$ cat src/rtl/mem_stage_lsu.sv
// Memory-stage load/store unit: data-cache request/response handshake, store lane
// alignment, load extraction/extension, misalignment detection and pipeline stall.
module mem_stage_lsu #(
  parameter int DATA_WIDTH = 64,
  parameter int ADDR_WIDTH = 64
) (
  input  logic                    i_clk,
  input  logic                    i_arst,
  input  logic                    i_mem_access,
  input  logic                    i_mem_we,
  input  logic [2:0]              i_func3,
  input  logic [ADDR_WIDTH-1:0]   i_addr,
  input  logic [DATA_WIDTH-1:0]   i_write_data,
  input  logic [3:0]              i_cause,
  output logic                    o_dc_req_valid,
  input  logic                    i_dc_req_ready,
  output logic [ADDR_WIDTH-1:0]   o_dc_addr,
  output logic                    o_dc_we,
  output logic [DATA_WIDTH-1:0]   o_dc_wdata,
  output logic [DATA_WIDTH/8-1:0] o_dc_be,
  input  logic                    i_dc_resp_valid,
  input  logic [DATA_WIDTH-1:0]   i_dc_rdata,
  output logic [DATA_WIDTH-1:0]   o_read_data,
  output logic                    o_stall_mem,
  output logic                    o_misaligned,
  output logic [3:0]              o_cause
);

  localparam int BE_W = DATA_WIDTH / 8;

  typedef enum logic [1:0] {ST_IDLE, ST_REQ, ST_WAIT, ST_DONE} state_t;

  state_t                  state_q, state_d;
  logic [ADDR_WIDTH-1:0]   addr_q, addr_d;
  logic                    we_q, we_d;
  logic [DATA_WIDTH-1:0]   wdata_q, wdata_d;
  logic [BE_W-1:0]         be_q, be_d;
  logic [2:0]              off_q, off_d;
  logic [2:0]              func3_q, func3_d;
  logic [DATA_WIDTH-1:0]   rdata_q, rdata_d;

  logic [2:0]              off;
  logic                    misaligned;
  logic                    idle;
  logic                    fault;
  logic                    start;
  logic [BE_W-1:0]         base_be;
  logic [BE_W-1:0]         req_be;
  logic [DATA_WIDTH-1:0]   req_wdata;
  logic [ADDR_WIDTH-1:0]   req_addr;

  // Shift the addressed lane down, then extend according to access size/sign.
  function automatic logic [DATA_WIDTH-1:0] load_ext(input logic [DATA_WIDTH-1:0] rd,
                                                     input logic [2:0] lane,
                                                     input logic [2:0] f3);
    logic [DATA_WIDTH-1:0] r;
    r = rd >> {lane, 3'b000};
    case (f3)
      3'b000:  load_ext = {{56{r[7]}}, r[7:0]};
      3'b001:  load_ext = {{48{r[15]}}, r[15:0]};
      3'b010:  load_ext = {{32{r[31]}}, r[31:0]};
      3'b100:  load_ext = {56'd0, r[7:0]};
      3'b101:  load_ext = {48'd0, r[15:0]};
      3'b110:  load_ext = {32'd0, r[31:0]};
      default: load_ext = r;
    endcase
  endfunction

  always_comb begin
    off = i_addr[2:0];
    case (i_func3[1:0])
      2'b01:   misaligned = off[0];
      2'b10:   misaligned = |off[1:0];
      2'b11:   misaligned = |off;
      default: misaligned = 1'b0;
    endcase
    case (i_func3[1:0])
      2'b00:   base_be = 8'h01;
      2'b01:   base_be = 8'h03;
      2'b10:   base_be = 8'h0F;
      default: base_be = 8'hFF;
    endcase
    idle      = (state_q == ST_IDLE);
    fault     = idle & i_mem_access & misaligned;
    start     = idle & i_mem_access & ~misaligned & (i_cause == 4'd0);
    req_be    = base_be << off;
    req_wdata = i_write_data << {off, 3'b000};
    req_addr  = {i_addr[ADDR_WIDTH-1:3], 3'b000};
  end

  always_comb begin
    state_d = state_q;
    addr_d  = addr_q;
    we_d    = we_q;
    wdata_d = wdata_q;
    be_d    = be_q;
    off_d   = off_q;
    func3_d = func3_q;
    rdata_d = rdata_q;
    case (state_q)
      ST_IDLE: begin
        if (start) begin
          addr_d  = req_addr;
          we_d    = i_mem_we;
          wdata_d = req_wdata;
          be_d    = req_be;
          off_d   = off;
          func3_d = i_func3;
          if (i_dc_req_ready) state_d = i_mem_we ? ST_DONE : ST_WAIT;
          else                state_d = ST_REQ;
        end
      end
      ST_REQ: begin
        if (i_dc_req_ready) state_d = we_q ? ST_DONE : ST_WAIT;
      end
      ST_WAIT: begin
        if (i_dc_resp_valid) begin
          rdata_d = load_ext(i_dc_rdata, off_q, func3_q);
          state_d = ST_DONE;
        end
      end
      default: state_d = ST_IDLE;
    endcase
  end

  // Request fields come straight from the inputs in the start cycle, from the
  // latched copy while retrying, and are zeroed whenever no request is shown.
  always_comb begin
    o_dc_req_valid = start | (state_q == ST_REQ);
    o_dc_addr      = '0;
    o_dc_we        = 1'b0;
    o_dc_wdata     = '0;
    o_dc_be        = '0;
    if (start) begin
      o_dc_addr  = req_addr;
      o_dc_we    = i_mem_we;
      o_dc_wdata = req_wdata;
      o_dc_be    = req_be;
    end else if (state_q == ST_REQ) begin
      o_dc_addr  = addr_q;
      o_dc_we    = we_q;
      o_dc_wdata = wdata_q;
      o_dc_be    = be_q;
    end
    o_stall_mem  = start | (state_q == ST_REQ) | (state_q == ST_WAIT);
    o_misaligned = fault;
    o_cause      = fault ? (i_mem_we ? 4'd6 : 4'd4) : i_cause;
    o_read_data  = rdata_q;
  end

  always_ff @(posedge i_clk or posedge i_arst) begin
    if (i_arst) begin
      state_q <= ST_IDLE;
      addr_q  <= '0;
      we_q    <= 1'b0;
      wdata_q <= '0;
      be_q    <= '0;
      off_q   <= '0;
      func3_q <= '0;
      rdata_q <= '0;
    end else begin
      state_q <= state_d;
      addr_q  <= addr_d;
      we_q    <= we_d;
      wdata_q <= wdata_d;
      be_q    <= be_d;
      off_q   <= off_d;
      func3_q <= func3_d;
      rdata_q <= rdata_d;
    end
  end

endmodule
$ cat config.mk
export PLATFORM = sky130hd
export DESIGN_NAME = mem_stage_lsu
export DESIGN_NICKNAME = d
export VERILOG_FILES = /design/src/rtl/mem_stage_lsu.sv
export SDC_FILE = /design/constraint.sdc
export NUM_CORES = 1
export LEC_CHECK = 0
export CAP_MARGIN = 30
export CORE_ASPECT_RATIO = 2
export CORE_MARGIN = 5
export CORE_UTILIZATION = 51
export CTS_BUF_LIST = sky130_fd_sc_hd__clkbuf_4 sky130_fd_sc_hd__clkbuf_8 sky130_fd_sc_hd__clkbuf_16
export CTS_CLUSTER_DIAMETER = 120
export DETAILED_ROUTE_END_ITERATION = 8
export MAX_ROUTING_LAYER = met4
export PLACE_DENSITY = 0.88
export SLEW_MARGIN = 15
export SYNTH_ARGS = -nofsm -noshare
export SYNTH_HDL_FRONTEND = slang
export SYNTH_SLANG_ARGS = --single-unit
$ cat constraint.sdc
create_clock -name i_clk -period 16.06 [get_ports i_clk]
set_input_delay 3.212 -clock i_clk [delete_from_list [all_inputs] [get_ports i_clk]]
set_output_delay 3.212 -clock i_clk [all_outputs]
set_load 0.005 [all_outputs]
* Word level (Yosys, flattened, before mapping)
Index checks and enable logic that the tools add are counted.
Word-level totals: input port bits 205, register bits after elaboration 206
Cells by class: mux-type cells 20, reductions and logical operators 9, eq/ne operators 13, bitwise logic cells 7, shifts and indexed selects 3
Operators by type and width (count):
- $pmux 64 s6 | 1
- $mux 64 | 4
- $shl 64x6->64 | 1
- $shr 64x6->64 | 1
- $pmux 8 s3 | 1
- $mux 8 | 2
- $mux 2 | 5
- $eq 3x3->1 const B | 3
- $shl 8x3->8 | 1
- $eq 2x2->1 const B | 3
- $pmux 2 s3 | 1
- $and 1x1->1 | 4
- $eq 2x1->1 const B | 2
- $logic_not 2->1 | 2
- $logic_not 4->1 | 1
- $mux 1 | 4
- $mux 4 | 1
- $ne 2x2->1 const B | 2
- $reduce_and 2->1 | 2
- $eq 3x1->1 const B | 1
- $eq 3x2->1 const B | 1
- $logic_not 3->1 | 1
- $pmux 1 s3 | 1
- $reduce_and 3->1 | 1
- other kinds (5) | 6

* Longest topological paths before layout
depth in word-level cells 7, mapped depth 9, mapped depth without buffers 7

* Least setup slack after synthesis
OpenSTA, ideal clock, no wires.
path type input port to output port, from input i_addr[1], to output o_dc_be[1], data arrival time 4.549 ns, slack 8.299 ns, stages on the path 8, path through buf_2 > o21ai_1 > o2111ai_2 > buf_2 > buf_2 > nor3_4 > o31ai_1 > nand2_1
On the way: longest elaborated chain between the ends 6, elaborated cells on any way between the ends 8
RTL lines:
- start, declared | line 12 | input logic [ADDR_WIDTH-1:0] i_addr,
- $reduce_or 3->1 or $reduce_or 2->1 (tied branches) | line 74, 73
- $pmux 1 s3 | line 71 | case (i_func3[1:0])
- $not 1->1 | line 85 | start = idle & i_mem_access & ~misaligned & (i_cause == 4'd0);
- $and 1x1->1 (2 in a row) | line 85
- $mux 8 * | line 134 | if (start) begin
- end, declared | line 20 | output logic [DATA_WIDTH/8-1:0] o_dc_be,
Mark *: on every way between the ends. The rest lies on a longest branch, timed or not.

* Worst setup path after layout
from input i_addr[2], to output o_dc_addr[62]
On the way: longest elaborated chain between the ends 6
RTL lines:
- $reduce_or 3->1 | line 74 | 2'b11: misaligned = |off;
- $pmux 1 s3 | line 71
- $not 1->1 | line 85
- $and 1x1->1 (2 in a row) | line 85
- $mux 64 | line 134
- end, declared | line 17 | output logic [ADDR_WIDTH-1:0] o_dc_addr,
No other way between the ends.

==> flow_summary.toml <==
[outcome]
status = "complete, no violations"

[routing]
postRouteAntennaNets = 0
routed_wl_um = 48300
vias = 12019
drc = 0
drt_iter0_markers = 941
routedWlPerCell_um = 24.0
firstDrtPassIters = 5
viasPerCell = 5.97

[die]
die_h_um = 232
core_region_area_um2 = 24400
io_pins = 413
die-area_um2 = 28100
die_x_um = 121
start_util = 0.514
row_count = 81

[global_route]
grt_max_degree = 131
grt_overflow = 0
track_usage = 0.345
grt_pass1_vias = 12437
antenna_found_initial = 1
grt_pass1_wl_um = 72100

[critical_path]
r2r_cells = 6
end_kind = "output pin"
cp_data_arrival_time_ps = 6740
required_ps = 12850
cp-start-kind = "primary input"
r2r_start = "off_q[1]$_DFFE_PP0P_"
setup.worst_path.class = "in2out"
r2r_end = "o_read_data[27]$_DFFE_PP0P_"
ff2ff_setup_slack_ps = 12730
crit_fanout = 91

[sta]
setup_tns_ps = 0
fin_worst_skew_ps = 10.7
setup_viol = 0
fin_crit_sh = 0.620
fmax_mhz = 100
worst_slack_ps = 6110
slew_violations = 0
min_period_ps = 9950
rsz0062_at_grt = "no"
tightest_slew_ps = 937
slew_headroom = 0.376
hold_viol = 0

[worst_hold_path]
hp-class = "reg2reg"
hold_depth = 2
min_to = "o_read_data[8]$_DFFE_PP0P_"
min_from = "o_read_data[8]$_DFFE_PP0P_"

[logic_synthesis]
async_flop_share = 1.00
synth_edf_count = 0
synth_cells = 1326
ys.warnings.count = 0
seq_area_frac_synth = 0.410
ys_types = 51
ys.flop_type = "dfrtp_1"
syn-cell-area_um2 = 12600
ys_ff_latch = 206
postSynthAreaPerCell_um2 = 9.47

[cells_and_area]
final_cell_mix = "407 x clkdlybuf4s50_1, 238 x nand2_1, 204 x dfrtp_1"
nNetsFinal = 1876
n_fill_cell = 1808
drive_gt1_frac = 0.103
seqCellArea_um2 = 5160
multi_input_area_um2 = 6770
area_growth_pct = 38.9
final_common_cell = "clkdlybuf4s50_1"

[clocking]
clock-sinks = 206
cts_tree = "yes"
cts_inserted_buffers = 20
cts_root_buf = "clkbuf_16"
hold_buffers = 0
cts.path.max_buffers = 3
clk_pin_slew_worst_paths_ps = 70
h-tree-depth = 1
post_cts_buffers = 0
clock_latency_ps = 510
cts_resized = 0

[pwr]
powerDensity_nw_per_um2 = 131
ir_drop_mv = 0.0814
power_mw = 2.28
p_leak_nw = 7.71

[place]
gp_congestion = 1.01
dp_slack_ps = 6060
port_buffers = 409
dpl.hpwl_um = 36300

[run]
drv_cap = 0
[synthesized netlist by cell type (all sizes together) (11+ instances only)]
cell type / instances / area, µm²
buf: 68 / 429
nand2b: 18 / 113
mux4: 31 / 698
clkbuf: 44 / 166
nor2b: 11 / 68.8
a32oi: 15 / 131
inv: 18 / 67.6
a21oi: 78 / 390
dfrtp: 206 / 5150
a22o: 30 / 263
nor3: 11 / 81.3
nand2: 238 / 893
and2: 101 / 632
mux2: 68 / 766
a211oi: 16 / 120
nor2: 86 / 323
a21o: 16 / 120
a31oi: 26 / 163
mux2i: 96 / 961
o21ai: 65 / 325
[cells by family after synthesis]
| logic type | count (synthesis) | share of synthesized area |
|---|---|---|
| other | 1 | 0.000299 |
| muxes | 195 | 0.193 |
| DFF | 206 | 0.410 |
| AOI/OAI and AO/OA | 303 | 0.157 |
| buffers and inverters | 131 | 0.0531 |
| adders and majority gates | 4 | 0.00399 |
| and+or+nand+nor | 486 | 0.182 |
[stage by stage]
stage | utilization | cells | hold slack, ps | cell area (µm²)
after detailed placement | 0.681 | 1973 | 462 | 16600
after global placement | 0.680 | 1971 | 458 | 16600
final | 0.714 | 2013 | 474 | 17400
after floorplan | - | 1328 | 438 | 12600
after CTS | 0.710 | 2007 | 479 | 17300
after global routing | 0.714 | 2012 | 501 | 17400
[routing by layer]
metal,global-route usage,vias to the layer above,share of wire
li1,-,5349,-
met4,0.260,0,0.090
met5,-,-,0
met3,0.0475,195,0.067
met1,0.355,5785,0.32
met2,0.589,690,0.52
[worst max-delay path by stage]
stage / from / end / slack (ps) / cells after the start
after detailed placement: i_addr[1] / o_dc_addr[62] / 6060 / 7
after global routing: i_addr[2] / o_dc_wdata[12] / 5880 / 9
after floorplan: i_arst / addr_q[10]$_DFFE_PP0P_ / 7220 / 1
after CTS: i_addr[1] / o_dc_addr[62] / 6060 / 7
final: i_addr[2] / o_dc_addr[62] / 6110 / 8
after global placement: i_addr[1] / o_dc_be[1] / 6210 / 8
[critical path, cell delays in order]
cell             delay, ps
clkdlybuf4s50_1        450
buf_4                  260
a21oi_1                170
o2111ai_4              240
buf_4                  750
and2_2                 830
a22o_1                 240
clkdlybuf4s50_1        530
[flip-flops by register name (all words and copies together), names as in the netlist]
signal / flops
we_q: 1
func3_q: 3
o_read_data: 64
be_q: 8
wdata_q: 64
off_q: 3
state_q: 2
addr_q: 61
[power breakdown]
part,internal (mW),switching [mW]
Sequential,0.679,0.0991
Clock,0.310,0.214
Combinational,0.478,0.500
Total,1.47,0.812
[area by class of cell]
cell class	count	area share
Multi-Input combinational cell	991	0.388
Sequential cell	206	0.296
Timing Repair Buffer	429	0.247
Clock buffer	23	0.0313
Tap cell	332	0.0238
Clock inverter	11	0.00947
Inverter	19	0.00452
Antenna cell	2	0.000287
Power figures use the tool's default switching activity.
